### src/rtl/rsb_pkg.sv
// rsb_pkg: shared constants and elaboration helpers for the ripple-borrow
// subtractor pipeline and its companion ripple-carry adder.
package rsb_pkg;

    // Default datapath width and slice width shared with the adder
    localparam int unsigned RSB_WIDTH = 16;
    localparam int unsigned RSB_M     = 4;

    // Number of pipeline stages: one stage per M-bit slice
    function automatic int unsigned rsb_stages(input int unsigned width, input int unsigned m);
        return (m == 0) ? 0 : width / m;
    endfunction

    // Legal configuration: nonzero slice width that evenly divides the datapath
    function automatic bit rsb_width_ok(input int unsigned width, input int unsigned m);
        return (m != 0) && (m <= width) && ((width % m) == 0);
    endfunction

endpackage

### src/rtl/rsb_stage.sv
// rsb_stage: one M-bit slice of the pipelined subtractor.
// Computes a + ~b + cin and registers result, carry-out and valid while en = 1.
module rsb_stage
    import rsb_pkg::*;
#(
    parameter int unsigned M = RSB_M
) (
    input  logic         clk,
    input  logic         rst_n,
    input  logic         en,
    input  logic [M-1:0] a,
    input  logic [M-1:0] b,
    input  logic         cin,
    input  logic         vin,
    output logic [M-1:0] sum_q,
    output logic         cout_q,
    output logic         v_q
);

    logic [M:0] sum;

    // Slice subtract as add of the inverted subtrahend; bit M is the carry-out
    always_comb begin
        sum = {1'b0, a} + {1'b0, ~b} + {{M{1'b0}}, cin};
    end

    // Stage register; carry resets to 1 so an idle pipe reports no borrow
    always_ff @(posedge clk or negedge rst_n) begin
        if (!rst_n) begin
            sum_q  <= '0;
            cout_q <= 1'b1;
            v_q    <= 1'b0;
        end else if (en) begin
            sum_q  <= sum[M-1:0];
            cout_q <= sum[M];
            v_q    <= vin;
        end
    end

endmodule

### src/rtl/rsb_pipe.sv
// rsb_pipe: pipelined WIDTH-bit ripple-borrow subtractor, Diff = A - B,
// resolving one M-bit slice per stage with valid/ready on both sides.
// Optional signed-overflow output Ovf is built when RSB_OVF_EN is defined.
module rsb_pipe
    import rsb_pkg::*;
#(
    parameter int unsigned WIDTH = RSB_WIDTH,
    parameter int unsigned M     = RSB_M
) (
    input  logic             clk,
    input  logic             rst_n,
    input  logic [WIDTH-1:0] A,
    input  logic [WIDTH-1:0] B,
    input  logic             in_valid,
    output logic             in_ready,
    output logic [WIDTH-1:0] Diff,
    output logic             B_out,
    output logic             out_valid,
    input  logic             out_ready
`ifdef RSB_OVF_EN
    ,
    output logic             Ovf
`endif
);

    localparam int unsigned STAGES = rsb_stages(WIDTH, M);

    logic adv;

    if (!rsb_width_ok(WIDTH, M)) begin : g_cfg_check
        $error("rsb_pipe: WIDTH must be a nonzero multiple of M");
    end

    // The whole pipe advances unless a valid result is blocked downstream
    assign adv      = !(out_valid && !out_ready);
    assign in_ready = adv;

    // Stage k sees operand bits [WIDTH-1:k*M] (skewed k cycles) and produces
    // word = result slices 0..k aligned to its own output register.
    for (genvar k = 0; k < STAGES; k++) begin : g_st
        logic [WIDTH-1:k*M]     a_k;
        logic [WIDTH-1:k*M]     b_k;
        logic [(k+1)*M-1:0]     word;
        logic                   cin;
        logic                   vin;
        logic [M-1:0]           sum_q;
        logic                   cout_q;
        logic                   v_q;

        if (k == 0) begin : g_head
            assign a_k  = A;
            assign b_k  = B;
            assign cin  = 1'b1;
            assign vin  = in_valid;
            assign word = sum_q;
        end else begin : g_body
            logic [WIDTH-1:k*M] a_r;
            logic [WIDTH-1:k*M] b_r;
            logic [k*M-1:0]     w_r;

            // Skew remaining operand slices and deskew finished low slices by one stage
            always_ff @(posedge clk or negedge rst_n) begin
                if (!rst_n) begin
                    a_r <= '0;
                    b_r <= '0;
                    w_r <= '0;
                end else if (adv) begin
                    a_r <= g_st[k-1].a_k[WIDTH-1:k*M];
                    b_r <= g_st[k-1].b_k[WIDTH-1:k*M];
                    w_r <= g_st[k-1].word;
                end
            end

            assign a_k  = a_r;
            assign b_k  = b_r;
            assign cin  = g_st[k-1].cout_q;
            assign vin  = g_st[k-1].v_q;
            assign word = {sum_q, w_r};
        end

        rsb_stage #(.M(M)) u_stage (
            .clk    (clk),
            .rst_n  (rst_n),
            .en     (adv),
            .a      (a_k[k*M +: M]),
            .b      (b_k[k*M +: M]),
            .cin    (cin),
            .vin    (vin),
            .sum_q  (sum_q),
            .cout_q (cout_q),
            .v_q    (v_q)
        );
    end

    assign Diff      = g_st[STAGES-1].word;
    assign B_out     = ~g_st[STAGES-1].cout_q;
    assign out_valid = g_st[STAGES-1].v_q;

`ifdef RSB_OVF_EN
    logic sgn_diff_q;
    logic a_msb_q;

    // Operand signs are captured as the top slice resolves so Ovf lines up with Diff
    always_ff @(posedge clk or negedge rst_n) begin
        if (!rst_n) begin
            sgn_diff_q <= 1'b0;
            a_msb_q    <= 1'b0;
        end else if (adv) begin
            sgn_diff_q <= g_st[STAGES-1].a_k[WIDTH-1] ^ g_st[STAGES-1].b_k[WIDTH-1];
            a_msb_q    <= g_st[STAGES-1].a_k[WIDTH-1];
        end
    end

    assign Ovf = sgn_diff_q && (Diff[WIDTH-1] != a_msb_q);
`endif

endmodule

### config.mk
export PLATFORM = sky130hd
export DESIGN_NAME = rsb_pipe
export DESIGN_NICKNAME = d
export VERILOG_FILES = /design/src/rtl/rsb_pkg.sv /design/src/rtl/rsb_stage.sv /design/src/rtl/rsb_pipe.sv
export SDC_FILE = /design/constraint.sdc
export NUM_CORES = 1
export LEC_CHECK = 0
export ABC_AREA = 0
export CAP_MARGIN = 20
export CELL_PAD_IN_SITES_DETAIL_PLACEMENT = 0
export CELL_PAD_IN_SITES_GLOBAL_PLACEMENT = 1
export CORE_ASPECT_RATIO = 0.5
export CORE_MARGIN = 8
export CORE_UTILIZATION = 42
export DETAILED_ROUTE_END_ITERATION = 16
export GPL_TIMING_DRIVEN = 0
export PLACE_DENSITY = 0.78
export RECOVER_POWER = 100
export SYNTH_ARGS = -nofsm -noshare
export SYNTH_HDL_FRONTEND = slang
export SYNTH_SLANG_ARGS = --single-unit
### constraint.sdc
create_clock -name clk -period 2.26 [get_ports clk]
set_input_delay 0.452 -clock clk [delete_from_list [all_inputs] [get_ports clk]]
set_output_delay 0.452 -clock clk [all_outputs]
set_load 0.005 [all_outputs]
Word-level counts from Yosys, hierarchy flattened
Index checks and enable logic that the tools add are counted.
{"block": "classes", "n_addsub": 8, "n_bitwise": 5, "reduce_logical": 3}
{"cell": "$add A4 B4 Y5", "count": 4}
{"cell": "$not A4 Y4", "count": 4}
{"cell": "$add A5 B1 Y5", "count": 3}
{"cell": "$add A5 B1 Y5 const B", "count": 1}
{"cell": "$logic_not A1 Y1", "count": 2}
{"cell": "$logic_and A1 B1 Y1", "count": 1}
{"cell": "$not A1 Y1", "count": 1}
{"block": "totals", "reg_bits": 96, "input_bits": 36, "out_inout_bits": 19, "wordCells": 37}

Longest topological paths before layout
Gate-level depths: netlist (run 1).
{"block": "depth", "ltp_word": 3, "mapped_depth": 7, "depth_no_buf": 7}

By module
A second synthesis (run 1) with hierarchy kept.
{"block": "hier_totals", "cells_unflattened": 307, "hier_area_um2": 4495.6}
{"mod": "rsb_pipe", "instances": 1, "cells_each": 155, "area_each_um2": 2897.8, "seq_area_each_um2": 1801.7}
{"mod": "rsb_stage at g_st[0].u_stage ...", "instances": 3, "cells_each": 38, "area_each_um2": 396.6, "seq_area_each_um2": 151.4}
{"mod": "rsb_stage at g_st[1].u_stage", "instances": 1, "cells_each": 38, "area_each_um2": 407.9, "seq_area_each_um2": 151.4}

Least setup slack after synthesis (run 1)
No wires, ideal clock.
{"block": "synth_timing", "path_kind": "reg2reg", "from": "register g_st[0].u_stage.cout_q", "to": "register g_st[1].u_stage.sum_q[1]", "setup_time_ns": 0.117, "arrival_time_ns": 1.537, "required_ns": 2.143, "setup_slack_ns": 0.606, "path_stages_with_launch": 7, "n_path_buf": 0, "path_cell_list": "dfstp_2 > inv_1 > fa_1 > inv_1 > fa_1 > nand2_1 > nand2_1"}
{"block": "synth_via", "elab_chain_cells": 1}
{"item": "start, declared", "line": "rsb_stage.sv:16", "text": "output logic cout_q,"}
{"item": "start signal, assigned", "line": "rsb_stage.sv:35", "text": "cout_q <= sum[M];"}
{"item": "$add A5 B1 Y5", "line": "rsb_stage.sv:24", "text": "sum = {1'b0, a} + {1'b0, ~b} + {{M{1'b0}}, cin};"}
{"item": "net g_st[1].u_stage.sum[1]", "line": "rsb_stage.sv:20", "text": "logic [M:0] sum;"}
{"item": "end signal, assigned", "line": "rsb_stage.sv:34", "text": "sum_q <= sum[M-1:0];"}
{"item": "end, declared", "line": "rsb_stage.sv:15", "text": "output logic [M-1:0] sum_q,"}
The timed path passes the listed nets, and every way through them passes these cells.
A chain may end at the register's enable or synchronous reset.

Worst setup path in the final report (run 1)
{"block": "layout_timing", "from": "input out_ready", "to": "output in_ready"}
{"block": "layout_via", "elab_chain_cells": 3}
{"item": "start, declared", "line": "rsb_pipe.sv:19", "text": "input logic out_ready"}
{"item": "$logic_not A1 Y1", "line": "rsb_pipe.sv:35", "text": "assign adv = !(out_valid && !out_ready);"}
{"item": "$logic_and A1 B1 Y1", "line": "rsb_pipe.sv:35"}
{"item": "$logic_not A1 Y1", "line": "rsb_pipe.sv:35"}
{"item": "end, declared", "line": "rsb_pipe.sv:15", "text": "output logic in_ready,"}
Every way passes these cells.

==> results.yml, run 1 <==
route:
  num_vias: 2980
  routed_wl_um: 9500
  ant_nets: 0
  wire_per_inst_um: 14.6
  vias_per_cell: 4.58
  route.detailed.drc: 0
  drt-initial-drc-count: 125
  dr.pass1.iters: 4
final_layout:
  area_growth_pct: 23.2
  postLayoutCoreUtil_pct: 53.9
  final_cell_area_um2: 5140
  nNetsFinal: 566
  nFillCells: 942
  n_antenna_cell: 0
  drive_gt1_share_pct: 6.60
logic_synthesis:
  yosysMostFrequentCell: "nand2_1"
  async_flop_share_pct: 100
  ys.flop_type: "dfrtp_1"
  synth_seq_cells: 96
  syn_area_per_cell_um2: 9.38
  yosysSeqAreaShare_pct: 57.7
  ys_warn_count: 0
  netlist_area_um2: 4170
  synth_area_leaders: "dfrtp_1 55%, nand2_1 20%, ha_1 3.9%"
  yosysTopAreaCell: "dfrtp_1"
  syn_nets: 501
  synth.top_cell.area_share_pct: 55.2
  netlist_instances: 445
  synth_common_cells: "217 x nand2_1, 92 x dfrtp_1, 24 x inv_1"
  netlist-cell-type-count: 25
  synth_edf_count: 0
cts:
  htree_levels: 3
  ctsHoldBuffers: 0
  cts-root-buf: "clkbuf_16"
  insertion_delay_ns: 0.35
  clk_pin_slew_worst_paths_ns: 0.07
  cts_tree: "yes"
  clock-sinks: 96
  cts_buffers: 9
  clock_path_buffers: 2
global_routing:
  overflow: 0
  grt_pass1_wl_um: 16000
  antenna_found_initial: 0
  grt_usage_pct: 15.4
  grt_pass1_vias: 3137
  grt_max_degree: 72
worst_setup_path:
  ff2ff_setup_slack_ns: 0.36
  crit_arrival_ns: 1.75
  crit_buf_inv: 4
  worstSetupPathType: "in -> out"
  crit_path_max_fanout: 14
  cp_common_cell: "clkdlybuf4s50_1"
  startpoint_type: "input pin"
  cpPeakStageDelay_ns: 0.51
  cp_cell_sequence: "clkdlybuf4s50_1, nor2b_4, buf_6, inv_8, clkdlybuf4s50_1"
  critPathCaptureType: "output port"
  crit_path_top_delay_cell: "clkdlybuf4s50_1"
  cp_top_family: "buffers and inverters"
  critPathRequiredTime_ns: 1.81
status:
  status: "finished clean"
floorplan:
  fp.dieArea_um2: 13600
  die_x_um: 157
  row_count: 25
  io_pins: 55
  die_h_um: 86.5
  initial_core_util_pct: 43.8
  core_um2: 9540
timing:
  min_period_ns: 2.20
  worst_slew_pin_slew_ns: 1.46
  max_freq_ghz: 0.454
  rsz0062_at_grt: "no"
  drv_slew: 0
  fin_crit_sh_pct: 97.5
  finalSetupViolCount: 0
  clock_skew_ns: 0.00579
  fin_hold_ws_ns: 0.444
  slew_headroom_pct: 2.34
  tns_ns: 0
  hold_viol: 0
min_path:
  hold_class: "in -> async"
placed_design:
  globalplace.congestion: 0.782
  post-dp-hpwl_um: 6880
  io_buffers: 54
  place_area_um2: 4910
flow_run:
  maxCapViolCount: 0
power_and_ir_drop:
  p_leak_nw: 2.61
  ir_worst_vdd_mv: 0.505
  p_per_area_nw_per_um2: 1350
state kept, by name, indices dropped and copies added (netlist names):
name / count
g_st.u_stage.v_q: 4
g_st.b_k: 24
g_st.g_body.w_r: 24
g_st.u_stage.cout_q: 4
g_st.a_k: 24
g_st.u_stage.sum_q: 16
placed cells by master (no fill, tap or decap), drive strengths merged, types with 4 or more instances in the layout:
cell type	instances
nand2	217
dfrtp	92
clkdlybuf4s50	33
inv	27
clkbuf	25
dlygate4sd3	20
o21ai	16
ha	13
a21oi	9
o21a	8
nor2	7
fa	7
nor2b	6
buf	6
clkinv	5
nor3	4
o31ai	4
dfstp	4
worst register-to-register path: stages (launching register included):
cell	delay (ns)
dfrtp_1	0.37
nor2b_4	0.13
buf_6	0.14
inv_8	0.10
clkbuf_1	0.50
clkbuf_2	0.42
nand2_1	0.12
nand2_1	0.07
cells by family (layout without fill, tap and decap cells):
group | count (synthesis) | count (layout) | synth area share, %
compound gates | 44 | 44 | 6.41
xor+xnor | 4 | 4 | 0.839
fa+ha+maj | 20 | 20 | 7.25
buf+inv | 46 | 116 | 5.97
flops | 96 | 96 | 57.7
simple gates | 235 | 235 | 21.9
layer usage:
layer,vias to the layer above,wire length (um),GRT usage (%)
met5,-,0,0
met4,0,125,4.59
met2,55,3990,22.8
met1,1399,4900,21.5
met3,11,486,4.27
li1,1515,-,-
stage by stage:
step | instances | worst slack (ns) | power, mW
global route | 650 | 0.00436 | 7.52
finish | 650 | 0.0557 | 6.94
CTS | 650 | 0.0148 | 7.15
detailed placement | 635 | -0.228 | 5.67
floorplan | 445 | 0.606 | 4.52
global placement | 634 | -2.86 | 5.58
where the power goes:
part / internal, mW / switching, mW
clock: 0.767 / 0.706
combinational: 1.14 / 1.46
sequential: 2.49 / 0.386
final cells by class:
| class | instances | area, um^2 | share of cell area (%) |
|---|---|---|---|
| Multi-Input combinational cell | 303 | 1520 | 29.5 |
| Buffer | 20 | 95.1 | 1.85 |
| Timing Repair Buffer | 55 | 562 | 10.9 |
| Tap cell | 135 | 169 | 3.28 |
| Clock buffer | 9 | 225 | 4.38 |
| Sequential cell | 96 | 2410 | 46.8 |
| Inverter | 25 | 101 | 1.97 |
| Clock inverter | 7 | 65.1 | 1.27 |
timing repair:
action | 4_1_cts | 5_1_grt
endpoints found under the setup margin | 1 | 1
endpoints found under the hold margin | 0 | 0
pin swaps | 0 | 0
setup buffers | 0 | 0
gates resized for setup | 2 | 1
worst paths after layout:
check / startpoint / to / depth (start not counted)
hold reg to reg: g_st[3].g_body.w_r[3] / g_st[3].g_body.w_r[3] / 2
setup / recovery: out_ready / in_ready / 5
min in group clk: g_st[3].g_body.w_r[3] / g_st[3].g_body.w_r[3] / 2
setup reg to reg: g_st[3].u_stage.v_q / g_st[3].u_stage.sum_q[1] / 7
max in group asynchronous: rst_n / g_st[2].u_stage.cout_q / 2
hold / removal: rst_n / g_st[1].b_k[14] / 1
Note: power is estimated with default switching activity, not from simulation.
==> inputs of run 2 (changes only) <==
ABC_CLOCK_PERIOD_IN_PS = 2260   (was not set)
GPL_TIMING_DRIVEN = not set   (was 0)
==> results.yml, run 2 (synthesis gave the netlist of run 1 again) <==
cts:
  clock-sinks: 96
  insertion_delay_ns: 0.34
  cts-root-buf: "clkbuf_16"
  htree_levels: 3
  cts_setup_buffers: 0
  cts_tree: "yes"
  cts_buffers: 9
  ctsHoldBuffers: 0
  clk_pin_slew_worst_paths_ns: 0.06
  cts-resized-gates: 0
  clock_path_buffers: 2
flow_run:
  maxCapViolCount: 0
placed_design:
  dp.cells: 617
  io_buffers: 54
  globalplace.congestion: 0.734
  place_area_um2: 4790
  pre_cts_ws_ns: 0.166
  post-dp-hpwl_um: 5460
route:
  routed_wl_um: 8120
  drt-initial-drc-count: 209
  ant_nets: 0
  route.detailed.drc: 0
  dr.pass1.iters: 4
  num_vias: 2851
  wire_per_inst_um: 12.8
  vias_per_cell: 4.50
global_routing:
  grt_max_degree: 104
  grt_pass1_vias: 2850
  overflow: 0
  grt_usage_pct: 13.1
  grt_pass1_wl_um: 14100
  antenna_found_initial: 0
min_path:
  hold_class: "in -> async"
final_layout:
  n_antenna_cell: 0
  area_growth_pct: 22.3
  drive_gt1_share_pct: 5.22
  final_common_cell: "nand2_1"
  fin_cells: 633
  layout.cells.most_common_list: "217 x nand2_1, 92 x dfrtp_1, 33 x clkdlybuf4s50_1"
  postLayoutCoreUtil_pct: 53.5
  nNetsFinal: 549
  final_cell_area_um2: 5100
timing:
  drv_slew: 0
  fin_hold_ws_ns: 0.0424
  fin_crit_sh_pct: 90.9
  rsz0062_at_grt: "no"
  hold_viol: 0
  max_freq_ghz: 0.487
  finalSetupViolCount: 0
  worst_slew_pin_slew_ns: 1.18
  min_period_ns: 2.05
  postLayoutSetupSlackWorst_ns: 0.207
  clock_skew_ns: 0.00533
  tns_ns: 0
  slew_headroom_pct: 21.1
power_and_ir_drop:
  internal-power_mw: 4.63
  sw_frac_of_total_pct: 33.2
  p_leak_nw: 2.57
  ir_worst_vdd_mv: 0.508
  power_frac_clock_pct: 24.2
  power_frac_seq_pct: 41.6
  p_per_area_nw_per_um2: 1360
  share_comb_of_total_power_pct: 34.2
  finalPower_mw: 6.92
  power_switching_mw: 2.29
worst_setup_path:
  worstSetupPathType: "in -> out"
  startpoint_type: "input pin"
  critPathCaptureType: "output port"
  critPathRequiredTime_ns: 1.81
  crit_path_max_fanout: 2
  crit_arrival_ns: 1.60
floorplan:
  initial_core_util_pct: 43.8
  core_um2: 9540
  die_x_um: 157
  die_h_um: 86.5
  io_pins: 55
  row_count: 25
  fp.dieArea_um2: 13600
status:
  status: "finished clean"
-- run 2: path summary, 6_finish.rpt --
| kind | from | end | slack (ns) | cells past startpoint |
|---|---|---|---|---|
| min in group clk | g_st[2].u_stage.v_q | g_st[3].u_stage.v_q | 0.46 | 1 |
| worst min-delay path | rst_n | g_st[1].b_k[14] | 0.04 | 1 |
| max in group asynchronous | rst_n | g_st[1].a_k[11] | 0.79 | 2 |
| worst max-delay path | out_ready | in_ready | 0.21 | 4 |
| worst min register to register | g_st[2].u_stage.v_q | g_st[3].u_stage.v_q | 0.46 | 1 |
| worst max register to register | g_st[3].u_stage.v_q | g_st[2].g_body.w_r[5] | 0.43 | 5 |
-- run 2: cell type report --
type / instances / area, um^2
clock buffers: 12 / 267
clock inverters: 4 / 75.1
fillers: 933 / 4440
inverters: 25 / 93.8
multi-input cells: 303 / 1520
flip-flops and latches: 96 / 2410
well taps: 135 / 169
repair buffers: 58 / 574
-- run 2: layer usage --
layer,vias to the layer above,track usage [%],wire (um)
met1,1318,18.9,4220
met5,-,0,0
met3,9,4.47,407
li1,1473,-,-
met2,51,18.3,3400
met4,0,3.64,101
-- run 2: power by group through the flow --
stage / Combinational [mW] / Sequential, mW / Clock, mW
floorplan: 1.70 / 2.82 / 0
global placement: 2.41 / 2.90 / 0
detailed placement: 2.49 / 2.92 / 0
CTS: 2.50 / 2.89 / 1.72
global route: 2.78 / 2.97 / 1.78
finish: 2.37 / 2.88 / 1.67
-- run 2: worst max-delay path, stage by stage --
cell and delay, ns:
clkdlybuf4s50_1 0.44, nor2b_4 0.18, inv_2 0.06, clkdlybuf4s50_1 0.47
==> inputs of run 3 (changes only) <==
GPL_TIMING_DRIVEN = 0   (was not set)
REMOVE_ABC_BUFFERS = 1   (was not set)
==> results.yml, run 3 (synthesis gave the netlist of run 1 again) <==
final_layout:
  area_growth_pct: 24.0
  fin_cells: 639
  multi_input_area_um2: 1530
  postLayoutCoreUtil_pct: 54.2
  final_common_cell: "nand2_1"
  layout.cells.most_common_list: "217 x nand2_1, 92 x dfrtp_1, 34 x clkdlybuf4s50_1"
  n_antenna_cell: 0
  nNetsFinal: 556
  ff_latch_area_um2: 2410
  nFillCells: 920
  drive_gt1_share_pct: 5.95
route:
  routed_wl_um: 7310
  wl_met2_um: 3260
  ant_nets: 0
  vias_per_cell: 4.39
  drt-initial-drc-count: 135
  wire_per_inst_um: 11.4
  route.met3.wl_um: 279
  dr.pass1.iters: 4
  num_vias: 2804
  route.detailed.drc: 0
  wl_met1_um: 3690
  highest_layer: "met4"
power_and_ir_drop:
  finalPower_mw: 6.81
  ir_worst_vdd_mv: 0.510
  p_leak_nw: 2.62
  p_per_area_nw_per_um2: 1320
timing:
  min_period_ns: 2.10
  fin_hold_ws_ns: 0.292
  fin_crit_sh_pct: 93.1
  drv_slew: 0
  finalSetupViolCount: 0
  clock_skew_ns: 0.00443
  max_freq_ghz: 0.475
  hold_viol: 0
  slew_headroom_pct: 30.2
  rsz0062_at_grt: "no"
  worst_slew_pin_slew_ns: 1.05
worst_setup_path:
  ff2ff_setup_slack_ns: 0.39
  rr_worst_depth: 6
  crit_path_max_fanout: 36
  crit_arrival_ns: 1.65
  r2r-end: "g_st[1].u_stage.cout_q"
  worstSetupPathType: "reg -> out"
  critPathRequiredTime_ns: 1.81
  startpoint_type: "register"
  rr_startpoint: "g_st[3].u_stage.v_q"
  crit_end: "in_ready"
  critPathCaptureType: "output port"
  worstSetupStartpoint: "g_st[3].u_stage.v_q"
flow_run:
  maxCapViolCount: 0
global_routing:
  grt_max_degree: 70
  grt_pass1_wl_um: 12800
  grt_usage_pct: 11.6
  antenna_found_initial: 0
  overflow: 0
  grt_pass1_vias: 2868
floorplan:
  die_x_um: 157
  io_pins: 55
  fp.dieArea_um2: 13600
  die_h_um: 86.5
  initial_core_util_pct: 43.8
  row_count: 25
  core_um2: 9540
cts:
  insertion_delay_ns: 0.33
  clock_path_buffers: 2
  htree_levels: 3
  cts_tree: "yes"
  cts-root-buf: "clkbuf_16"
  clk_pin_slew_worst_paths_ns: 0.06
  clock-sinks: 96
  cts_buffers: 9
placed_design:
  io_buffers: 54
  dp.cells: 617
  globalplace.congestion: 0.732
  post-dp-hpwl_um: 4700
min_path:
  hold_class: "in -> async"
status:
  status: "finished clean"
[run 3: cell types whose count changed in the layout (fill, tap and decap cells not counted), moves of 2 or more]
cell | before | now
buf_4 | 1 | 3
clkbuf_1 | 1 | 3
clkinvlp_4 | 2 | 0
dlygate4sd3_1 | 20 | 18
[run 3: final cells by class]
| class | count | share of cell area [%] |
|---|---|---|
| Clock buffer | 12 | 4.96 |
| Timing Repair Buffer | 64 | 12.2 |
| Multi-Input combinational cell | 304 | 29.5 |
| Clock inverter | 3 | 1.26 |
| Tap cell | 135 | 3.26 |
| Sequential cell | 96 | 46.5 |
| Inverter | 25 | 2.32 |
[run 3: routing by layer]
metal | vias up | global-route usage [%]
li1 | 1491 | -
met1 | 1271 | 14.1
met2 | 34 | 19.4
met3 | 8 | 3.72
met4 | 0 | 3.90
met5 | - | 0
[run 3: worst min path at each step]
stage,start,endpoint,slack [ns]
5_1_grt,rst_n,g_st[2].g_body.w_r[7],0.40
3_5_place_dp,g_st[3].g_body.w_r[0],g_st[3].g_body.w_r[0],0.45
3_3_place_gp,g_st[2].u_stage.v_q,g_st[3].u_stage.v_q,0.44
2_1_floorplan,rst_n,g_st[0].u_stage.sum_q[0],0.16
4_1_cts,rst_n,g_st[2].g_body.w_r[7],0.13
6_report,rst_n,g_st[2].g_body.w_r[7],0.29
[run 3: what timing repair did]
item,in CTS,in global routing
hold buffers,0,0
cloned,1,1
buffers inserted,1,4
setup endpoints to repair,1,1
gates resized for setup,4,2
[run 3: through the flow]
stage	instance area, um^2	setup TNS, ns	setup slack [ns]
finish	5170	0	0.155
CTS	5170	0	0.00311
detailed placement	4820	-6.58	-0.510
global placement	4730	-457.93	-2.90
global route	5170	0	0.0832
floorplan	4020	-32.07	-0.424
[run 3: critical path, cell delays in order (launching register included)]
cell and delay, ns:
dfrtp_1 0.41, nor2b_4 0.16, buf_12 0.15, clkinv_16 0.09, clkdlybuf4s50_1 0.51
[run 3: where the power goes]
| group | leakage (nW) | total, mW | internal (mW) | switching, mW |
|---|---|---|---|---|
| Combinational | 1.31 | 2.36 | 1.12 | 1.24 |
| Clock | 0.159 | 1.61 | 1.02 | 0.589 |
| Sequential | 1.15 | 2.84 | 2.49 | 0.343 |
